File: config.mk
export PLATFORM = sky130hd
export DESIGN_NAME = hazard_tracker_flat
export DESIGN_NICKNAME = d
export VERILOG_FILES = /design/src/rtl/hazard_if.sv /design/src/rtl/hazard_tracker.sv /design/src/flat_wrapper.sv
export SDC_FILE = /design/constraint.sdc
export NUM_CORES = 1
export LEC_CHECK = 0
export CORE_ASPECT_RATIO = 1.2
export CORE_MARGIN = 10
export CORE_UTILIZATION = 40
export DETAILED_ROUTE_END_ITERATION = 8
export GPL_TIMING_DRIVEN = 0
export PLACE_DENSITY = 0.88
export SYNTH_ARGS = -nofsm -noshare
export SYNTH_HDL_FRONTEND = slang
export SYNTH_SLANG_ARGS = --single-unit
File: constraint.sdc
create_clock -name clk -period 6.3 [get_ports clk]
set_input_delay 1.26 -clock clk [delete_from_list [all_inputs] [get_ports clk]]
set_output_delay 1.26 -clock clk [all_outputs]
set_load 0.05 [all_outputs]
File: src/rtl/hazard_if.sv
// ---------------------------------------------------------------------------
// hazard_if -- decode-stage <-> hazard tracker signal bundle.
//
// master : decode/issue side; drives the issuing instruction, the source
//          operands of the instruction in decode, register-file read data,
//          the in-flight stage results and flush. It receives the stall
//          request, the forwarded operands and the stall counter.
// slave  : hazard_tracker side (directions inverted).
// ---------------------------------------------------------------------------
interface hazard_if #(
    parameter int DATA_W = 32,
    parameter int ADDR_W = 5,
    parameter int DEPTH  = 3,
    parameter int CNT_W  = 16
);
    logic                    issue_valid;
    logic [ADDR_W-1:0]       issue_rd;
    logic                    issue_we;
    logic                    issue_is_load;
    logic [ADDR_W-1:0]       rs_addr;
    logic [ADDR_W-1:0]       rt_addr;
    logic                    rs_used;
    logic                    rt_used;
    logic [DATA_W-1:0]       rf_rs_data;
    logic [DATA_W-1:0]       rf_rt_data;
    logic [DEPTH*DATA_W-1:0] stage_data;
    logic                    flush;
    logic                    stall;
    logic [DATA_W-1:0]       fwd_rs_data;
    logic [DATA_W-1:0]       fwd_rt_data;
    logic [3:0]              fwd_rs_sel;
    logic [3:0]              fwd_rt_sel;
    logic [CNT_W-1:0]        stall_count;

    modport master (
        output issue_valid, issue_rd, issue_we, issue_is_load,
        output rs_addr, rt_addr, rs_used, rt_used,
        output rf_rs_data, rf_rt_data, stage_data, flush,
        input  stall, fwd_rs_data, fwd_rt_data, fwd_rs_sel, fwd_rt_sel,
        input  stall_count
    );

    modport slave (
        input  issue_valid, issue_rd, issue_we, issue_is_load,
        input  rs_addr, rt_addr, rs_used, rt_used,
        input  rf_rs_data, rf_rt_data, stage_data, flush,
        output stall, fwd_rs_data, fwd_rt_data, fwd_rs_sel, fwd_rt_sel,
        output stall_count
    );
endinterface

File: src/rtl/hazard_tracker.sv
// ---------------------------------------------------------------------------
// hazard_tracker -- scoreboard of in-flight destination registers for a
// simple in-order pipeline. Produces operand forwarding selects/data for the
// instruction in decode and a one-cycle load-use stall.
//
// Ports:
//   clk   : sole clock, rising edge
//   rst_n : asynchronous active-low reset (clears entries and stall counter)
//   hif   : hazard_if.slave
//           in : issue_valid/rd/we/is_load, rs/rt addr+used, rf_rs/rt_data,
//                stage_data (entry k at [k*DATA_W +: DATA_W]), flush
//           out: stall, fwd_rs/rt_data, fwd_rs/rt_sel (0 = RF, k+1 = entry k),
//                stall_count (saturating)
// ---------------------------------------------------------------------------
module hazard_tracker #(
    parameter int DATA_W = 32,
    parameter int ADDR_W = 5,
    parameter int DEPTH  = 3,
    parameter int CNT_W  = 16
) (
    input logic     clk,
    input logic     rst_n,
    hazard_if.slave hif
);
    // Entry 0 is the youngest in-flight instruction (EXE/MEM).
    logic [DEPTH-1:0]  ent_vld;
    logic [DEPTH-1:0]  ent_we;
    logic [ADDR_W-1:0] ent_rd [DEPTH];
    // Only entry 0 can cause a stall; once a load has moved past entry 0 its
    // result is forwardable, so the load flag is kept for entry 0 alone.
    logic              ld_p0;

    logic [DEPTH-1:0]  rs_hit;
    logic [DEPTH-1:0]  rt_hit;
    logic              stall_c;
    logic              issue_acc;
    logic [3:0]        rs_sel;
    logic [3:0]        rt_sel;
    logic [DATA_W-1:0] rs_data;
    logic [DATA_W-1:0] rt_data;
    logic [CNT_W-1:0]  cnt_q;

    // Source match per entry; register 0 never matches.
    always_comb begin
        rs_hit = '0;
        rt_hit = '0;
        for (int k = 0; k < DEPTH; k++) begin
            rs_hit[k] = ent_vld[k] && ent_we[k] && (ent_rd[k] == hif.rs_addr)
                        && (hif.rs_addr != '0) && hif.rs_used;
            rt_hit[k] = ent_vld[k] && ent_we[k] && (ent_rd[k] == hif.rt_addr)
                        && (hif.rt_addr != '0) && hif.rt_used;
        end
    end

    // Forwarding mux: scan oldest to youngest so the youngest match is the
    // last assignment and therefore wins.
    always_comb begin
        rs_sel  = 4'd0;
        rt_sel  = 4'd0;
        rs_data = hif.rf_rs_data;
        rt_data = hif.rf_rt_data;
        for (int k = DEPTH - 1; k >= 0; k--) begin
            if (rs_hit[k]) begin
                rs_sel  = 4'(k + 1);
                rs_data = hif.stage_data[k*DATA_W +: DATA_W];
            end
            if (rt_hit[k]) begin
                rt_sel  = 4'(k + 1);
                rt_data = hif.stage_data[k*DATA_W +: DATA_W];
            end
        end
    end

    // A load in entry 0 delivers its result one stage too late for the
    // instruction in decode; a flushed decode slot never stalls.
    assign stall_c   = hif.issue_valid && !hif.flush && ld_p0 && (rs_hit[0] || rt_hit[0]);
    assign issue_acc = hif.issue_valid && !stall_c && !hif.flush;

    assign hif.stall       = stall_c;
    assign hif.fwd_rs_sel  = rs_sel;
    assign hif.fwd_rt_sel  = rt_sel;
    assign hif.fwd_rs_data = rs_data;
    assign hif.fwd_rt_data = rt_data;
    assign hif.stall_count = cnt_q;

    // Shift pipeline: entry 0 takes the issued instruction or a bubble.
    always_ff @(posedge clk or negedge rst_n) begin
        if (!rst_n) begin
            ent_vld <= '0;
            ent_we  <= '0;
            ld_p0   <= 1'b0;
            for (int k = 0; k < DEPTH; k++) begin
                ent_rd[k] <= '0;
            end
            cnt_q   <= '0;
        end else begin
            for (int k = DEPTH - 1; k >= 1; k--) begin
                ent_vld[k] <= ent_vld[k-1];
                ent_we[k]  <= ent_we[k-1];
                ent_rd[k]  <= ent_rd[k-1];
            end
            ent_vld[0] <= issue_acc;
            ent_we[0]  <= issue_acc && hif.issue_we;
            ent_rd[0]  <= issue_acc ? hif.issue_rd : '0;
            ld_p0      <= issue_acc && hif.issue_is_load;
            if (stall_c && (cnt_q != '1)) begin
                cnt_q <= cnt_q + 1'b1;
            end
        end
    end
endmodule

File: src/flat_wrapper.sv
// flat-port wrapper written by rule: the top's interface ports become plain ports
module hazard_tracker_flat 
#(
    parameter int DATA_W = 32,
    parameter int ADDR_W = 5,
    parameter int DEPTH  = 3,
    parameter int CNT_W  = 16
)
  (clk, rst_n, hif_issue_valid, hif_issue_rd, hif_issue_we, hif_issue_is_load, hif_rs_addr, hif_rt_addr, hif_rs_used, hif_rt_used, hif_rf_rs_data, hif_rf_rt_data, hif_stage_data, hif_flush, hif_stall, hif_fwd_rs_data, hif_fwd_rt_data, hif_fwd_rs_sel, hif_fwd_rt_sel, hif_stall_count);
  hazard_if #(.DATA_W(DATA_W), .ADDR_W(ADDR_W), .DEPTH(DEPTH), .CNT_W(CNT_W)) hif_i ();
  input logic clk;
  input logic rst_n;
  input wire logic [$bits(hif_i.issue_valid)-1:0] hif_issue_valid;
  input wire logic [$bits(hif_i.issue_rd)-1:0] hif_issue_rd;
  input wire logic [$bits(hif_i.issue_we)-1:0] hif_issue_we;
  input wire logic [$bits(hif_i.issue_is_load)-1:0] hif_issue_is_load;
  input wire logic [$bits(hif_i.rs_addr)-1:0] hif_rs_addr;
  input wire logic [$bits(hif_i.rt_addr)-1:0] hif_rt_addr;
  input wire logic [$bits(hif_i.rs_used)-1:0] hif_rs_used;
  input wire logic [$bits(hif_i.rt_used)-1:0] hif_rt_used;
  input wire logic [$bits(hif_i.rf_rs_data)-1:0] hif_rf_rs_data;
  input wire logic [$bits(hif_i.rf_rt_data)-1:0] hif_rf_rt_data;
  input wire logic [$bits(hif_i.stage_data)-1:0] hif_stage_data;
  input wire logic [$bits(hif_i.flush)-1:0] hif_flush;
  output wire logic [$bits(hif_i.stall)-1:0] hif_stall;
  output wire logic [$bits(hif_i.fwd_rs_data)-1:0] hif_fwd_rs_data;
  output wire logic [$bits(hif_i.fwd_rt_data)-1:0] hif_fwd_rt_data;
  output wire logic [$bits(hif_i.fwd_rs_sel)-1:0] hif_fwd_rs_sel;
  output wire logic [$bits(hif_i.fwd_rt_sel)-1:0] hif_fwd_rt_sel;
  output wire logic [$bits(hif_i.stall_count)-1:0] hif_stall_count;
  assign hif_i.issue_valid = hif_issue_valid;
  assign hif_i.issue_rd = hif_issue_rd;
  assign hif_i.issue_we = hif_issue_we;
  assign hif_i.issue_is_load = hif_issue_is_load;
  assign hif_i.rs_addr = hif_rs_addr;
  assign hif_i.rt_addr = hif_rt_addr;
  assign hif_i.rs_used = hif_rs_used;
  assign hif_i.rt_used = hif_rt_used;
  assign hif_i.rf_rs_data = hif_rf_rs_data;
  assign hif_i.rf_rt_data = hif_rf_rt_data;
  assign hif_i.stage_data = hif_stage_data;
  assign hif_i.flush = hif_flush;
  assign hif_stall = hif_i.stall;
  assign hif_fwd_rs_data = hif_i.fwd_rs_data;
  assign hif_fwd_rt_data = hif_i.fwd_rt_data;
  assign hif_fwd_rs_sel = hif_i.fwd_rs_sel;
  assign hif_fwd_rt_sel = hif_i.fwd_rt_sel;
  assign hif_stall_count = hif_i.stall_count;
  hazard_tracker #(.DATA_W(DATA_W), .ADDR_W(ADDR_W), .DEPTH(DEPTH), .CNT_W(CNT_W)) u_core (.clk(clk), .rst_n(rst_n), .hif(hif_i));
endmodule
## Word-level counts from Yosys, hierarchy flattened

Index checks and enable logic that the tools add are counted.

| word-level totals | value |
|---|---|
| flip-flop bits (word level) | 38 |
| input bits | 183 |
| output and inout port bits | 89 |

| cells by class | value |
|---|---|
| $add $sub $neg | 1 |
| reductions and logical operators | 34 |
| equality and inequality tests | 7 |
| multiplexer cells | 13 |

Operator list:

| cell | count |
|---|---|
| two-way mux 32 bit | 6 |
| == test 5 bit | 6 |
| logical AND 1 bit | 29 |
| adder 16 x 1 -> 16 bit (second input constant) | 1 |
| inequality test 16 bit (second input constant) | 1 |
| two-way mux 2 bit | 6 |
| nonzero test 5 bit | 2 |
| two-way mux 5 bit | 1 |
| zero test 1 bit | 2 |
| logical OR 1 bit | 1 |

## Depth between registers and ports, before layout

| depth | value |
|---|---|
| depth in word-level cells | 10 |
| gate-level depth with buffers | 9 |
| gate-level depth less buffers | 6 |

## Least setup slack after synthesis

OpenSTA, ideal clock, no wires.

| path | value |
|---|---|
| kind | input to output |
| start | input port hif_rs_addr[1] |
| end | output port hif_fwd_rs_data[10] |
| path buffers | 3 |
| required time | 5.040 ns |
| stages on the path | 7 |
| data arrival time | 3.781 ns |
| slack | 1.259 ns |
| cells stage by stage | or4_1 o21a_1 buf_6 and3_1 buf_6 clkbuf_1 o31ai_1 |

| on the way | value |
|---|---|
| longest elaborated chain between the ends | 7 |
| elaborated cells on any way between the ends | 16 |
| classes of those cells | eq/ne: 3; mux: 3; reduce/logical: 10 |

RTL lines:

| item | RTL line | text |
|---|---|---|
| from (decl) | flat_wrapper.sv:17 | `input wire logic [$bits(hif_i.rs_addr)-1:0] hif_rs_addr;` |
| == test 5 bit | hazard_tracker.sv:48 | `rs_hit[k] = ent_vld[k] && ent_we[k] && (ent_rd[k] == hif.rs_addr)` |
| logical AND 1 bit | hazard_tracker.sv:48 |  |
| logical AND 1 bit (2 in a row) | hazard_tracker.sv:49 | `&& (hif.rs_addr != '0) && hif.rs_used;` |
| two-way mux 32 bit (2 in a row) | hazard_tracker.sv:63 | `if (rs_hit[k]) begin` |
| two-way mux 32 bit (*) | hazard_tracker.sv:63 |  |
| to (decl) | flat_wrapper.sv:26 | `output wire logic [$bits(hif_i.fwd_rs_data)-1:0] hif_fwd_rs_data;` |

Every way passes the cells marked *; elsewhere a longest branch is shown, timed or not.

## Final worst setup path

| path | value |
|---|---|
| start | input port hif_rt_addr[2] |
| end | output port hif_fwd_rt_data[21] |

| on the way | value |
|---|---|
| longest elaborated chain between the ends | 7 |
| elaborated cells on any way between the ends | 16 |
| classes of those cells | eq/ne: 3; mux: 3; reduce/logical: 10 |

RTL lines:

| item | RTL line | text |
|---|---|---|
| from (decl) | flat_wrapper.sv:18 | `input wire logic [$bits(hif_i.rt_addr)-1:0] hif_rt_addr;` |
| == test 5 bit | hazard_tracker.sv:50 | `rt_hit[k] = ent_vld[k] && ent_we[k] && (ent_rd[k] == hif.rt_addr)` |
| logical AND 1 bit | hazard_tracker.sv:50 |  |
| logical AND 1 bit (2 in a row) | hazard_tracker.sv:51 | `&& (hif.rt_addr != '0) && hif.rt_used;` |
| two-way mux 32 bit (2 in a row) | hazard_tracker.sv:67 | `if (rt_hit[k]) begin` |
| two-way mux 32 bit (*) | hazard_tracker.sv:67 |  |
| to (decl) | flat_wrapper.sv:27 | `output wire logic [$bits(hif_i.fwd_rt_data)-1:0] hif_fwd_rt_data;` |

Marked as above.

==> impl_metrics.ini <==
[clocking]
clockRootBuffer = clkbuf_16
tritoncts = built
clkTransAtPathRegs_ns = 0.06
clockBufferDepth = 2
post_cts_buffers = 0
clock-sinks = 38
worstSkewPairLatency_ns = 0.28
cts_buffers = 5
h-tree-depth = 2

[logic_synthesis]
synthesis.area_um2 = 4161
synth_seq_cells = 38
synth-seq-area-share_pct = 22.85
syn_area_per_cell_um2 = 7.431
yosys_warnings = 0
synth_most_common_cell = nor2_1
synth-edff-count = 0
syn_inst = 560
synth_common_cells = nor2_1 (76), nand2_1 (72), and3_1 (70)
synth_top_area_share_pct = 22.85
yosysTopAreaCell = dfrtp_1
synthDistinctLibCells = 39
async_flop_share_pct = 100.0
ys.flop_type = dfrtp_1
synthTopCellsByArea = dfrtp_1 (23%), a221oi_1 (13%), o31ai_1 (12%), and3_1 (11%), nor2_1 (6.9%)

[job]
max_cap_viol_count = 0

[grt]
antenna_found_initial = 1
track_usage_pct = 29.51
grt_max_degree = 39
grt_pass1_vias = 5878
grt-ovfl-total = 0
grt_pass1_wl_um = 35740

[sta]
setup_viol = 0
fmax_mhz = 163.7
tightest_slew_ns = 0.8617
fin_setup_tns_ns = 0
slew_headroom_pct = 42.03
rsz0062_at_grt = false
finalCritPeriodShare_pct = 96.98
hold_viol = 0
whs_ns = 0.3760
fin_skew_ns = 0.005614
final-max-slew-violation-count = 0
finalCriticalPeriod_ns = 6.110

[setup_path]
cp.arrival_ns = 4.85
critPathSlowestCell = clkdlybuf4s50_1
required_ns = 5.04
crit_family = buffers and inverters
worstPathCellList = clkdlybuf4s50_1, or4_1, o21ai_1, or4_1, buf_2, clkbuf_1, nor2_1, o31ai_1, clkdlybuf4s50_1
cp_num_buf_inv = 4
start_kind = input port
critical_path.max_stage_delay_ns = 0.88
path_class = input port to output port
cp_max_fo = 10
end_kind = output port

[placement]
gp_congestion = 1.042
dp.final_hpwl_um = 19190
io_buffers = 267
dp_cells = 956

[routing]
via_per_inst = 6.154
wl_per_cell_um = 24.73
drc = 0
routed_wl_um = 23890
firstDrtPassIters = 6
dr.first_iter.drc_count = 671
num_vias = 5945
ant_nets = 0

[finish]
area_growth_syn_to_layout_pct = 73.09
layout.cells.non_filler = 966
drive_gt1_share_pct = 4.654
nets = 1021

[power_and_ir_drop]
vdd_drop_max_v = 0.0003102
p_int_uw = 649.1
sw_frac_of_total_pct = 30.35
p_per_area_nw_per_um2 = 129.4
pwr-share-clk_pct = 34.8
p_comb_share_pct = 37.8
power.switching_uw = 282.9
power.leakage_uw = 0.002937
pwr-share-seq_pct = 27.4

[floorplanning]
die_area_um2 = 14900
die_width_um = 113.1
start_util_pct = 41.16
core_area_um2 = 10110
die_y_um = 131.7
num_io_pins = 272
rows = 40

[worst_hold_path]
min_path_type = register to register

[status]
status = finished, final reports clean
-- repair_timing --
action,CTS,global route
hold buffers,0,0
resized for setup,0,1
setup endpoints to repair,0,22
-- path summary, 6_finish.rpt --
path	from	end	slack (ns)	cells after the start
max in group asynchronous	rst_n	u_core.hif.stall_count[11]	4.69	1
min in group asynchronous	rst_n	u_core.ent_rd[8]	1.08	1
worst max register to register	u_core.hif.stall_count[0]	u_core.hif.stall_count[1]	3.84	6
worst min register to register	u_core.ent_we[0]	u_core.ent_we[1]	0.38	0
worst max-delay path	hif_rt_addr[2]	hif_fwd_rt_data[21]	0.19	9
worst min-delay path	u_core.ent_we[0]	u_core.ent_we[1]	0.38	0
-- flip-flops by register name, indices dropped and copies added (netlist names) --
name,count
u_core.ent_rd,15
u_core.ent_vld,3
u_core.ent_we,3
u_core.hif.stall_count,16
u_core.ld_p0,1
-- cells in the final DEF, fill, tap and decap left out, drive strengths merged, types with 3 or more instances in the layout --
| master | n |
|---|---|
| a21oi | 3 |
| nor2 | 76 |
| xnor2 | 21 |
| nand4 | 5 |
| clkdlybuf4s50 | 266 |
| o2111ai | 8 |
| conb | 4 |
| or4 | 3 |
| nor4 | 7 |
| dfrtp | 38 |
| o211ai | 3 |
| nor3b | 7 |
| o31ai | 64 |
| buf | 28 |
| xor2 | 22 |
| o21a | 3 |
| and3 | 70 |
| o21ai | 5 |
| a221oi | 64 |
| nand3 | 6 |
| clkbuf | 42 |
| nand2 | 72 |
-- kinds of logic (layout without fill, tap and decap cells) --
| family | count (synthesis) | count (layout) | share of synthesized area, % |
|---|---|---|---|
| simple gates | 253 | 253 | 29.71 |
| compound gates | 155 | 155 | 29.71 |
| fa+ha+maj | 1 | 1 | 0.3006 |
| flops | 38 | 38 | 22.85 |
| mux | 3 | 3 | 0.7817 |
| xor+xnor | 43 | 43 | 9.050 |
| buf+inv | 66 | 341 | 7.516 |
| other cells | 1 | 6 | 0.09011 |
-- cell type report --
type / instances / area [um2]
diodes: 2 / 5.005
plain buffers: 64 / 305.3
clock buffers: 5 / 125.1
clock inverters: 3 / 68.82
fillers: 818 / 2907
inverters: 2 / 7.507
multi-input cells: 459 / 2915
flip-flops and latches: 38 / 950.9
well taps: 126 / 157.7
repair buffers: 267 / 2668
-- power groups by stage --
| stage | Clock (uW) | Sequential (uW) | Combinational, uW |
|---|---|---|---|
| finish | 324 | 255 | 353 |
| global placement | 0 | 259 | 345 |
| CTS | 329 | 255 | 350 |
| detailed placement | 0 | 259 | 347 |
| global route | 339 | 255 | 366 |
| floorplan | 0 | 258 | 150 |
-- routing by layer --
layer	GRT usage, %	wire length [um]
met5	0	0
met4	9.605	770
met3	8.242	2458
met2	52.20	12130
met1	32.84	8529
-- metrics by stage --
stage / utilization, % / cell area, um2 / setup WS (ns) / total power [uW]
2_1_floorplan: - / 4173 / 1.259 / 408.0
3_3_place_gp: 69.27 / 7003 / 0.1885 / 603.1
3_5_place_dp: 69.22 / 6998 / 0.1418 / 606.3
4_1_cts: 71.14 / 7192 / 0.1063 / 933.2
5_1_grt: 71.23 / 7201 / 0.01730 / 960.8
6_report: 71.25 / 7203 / 0.1903 / 932.1
Power figures use the tool's default switching activity.
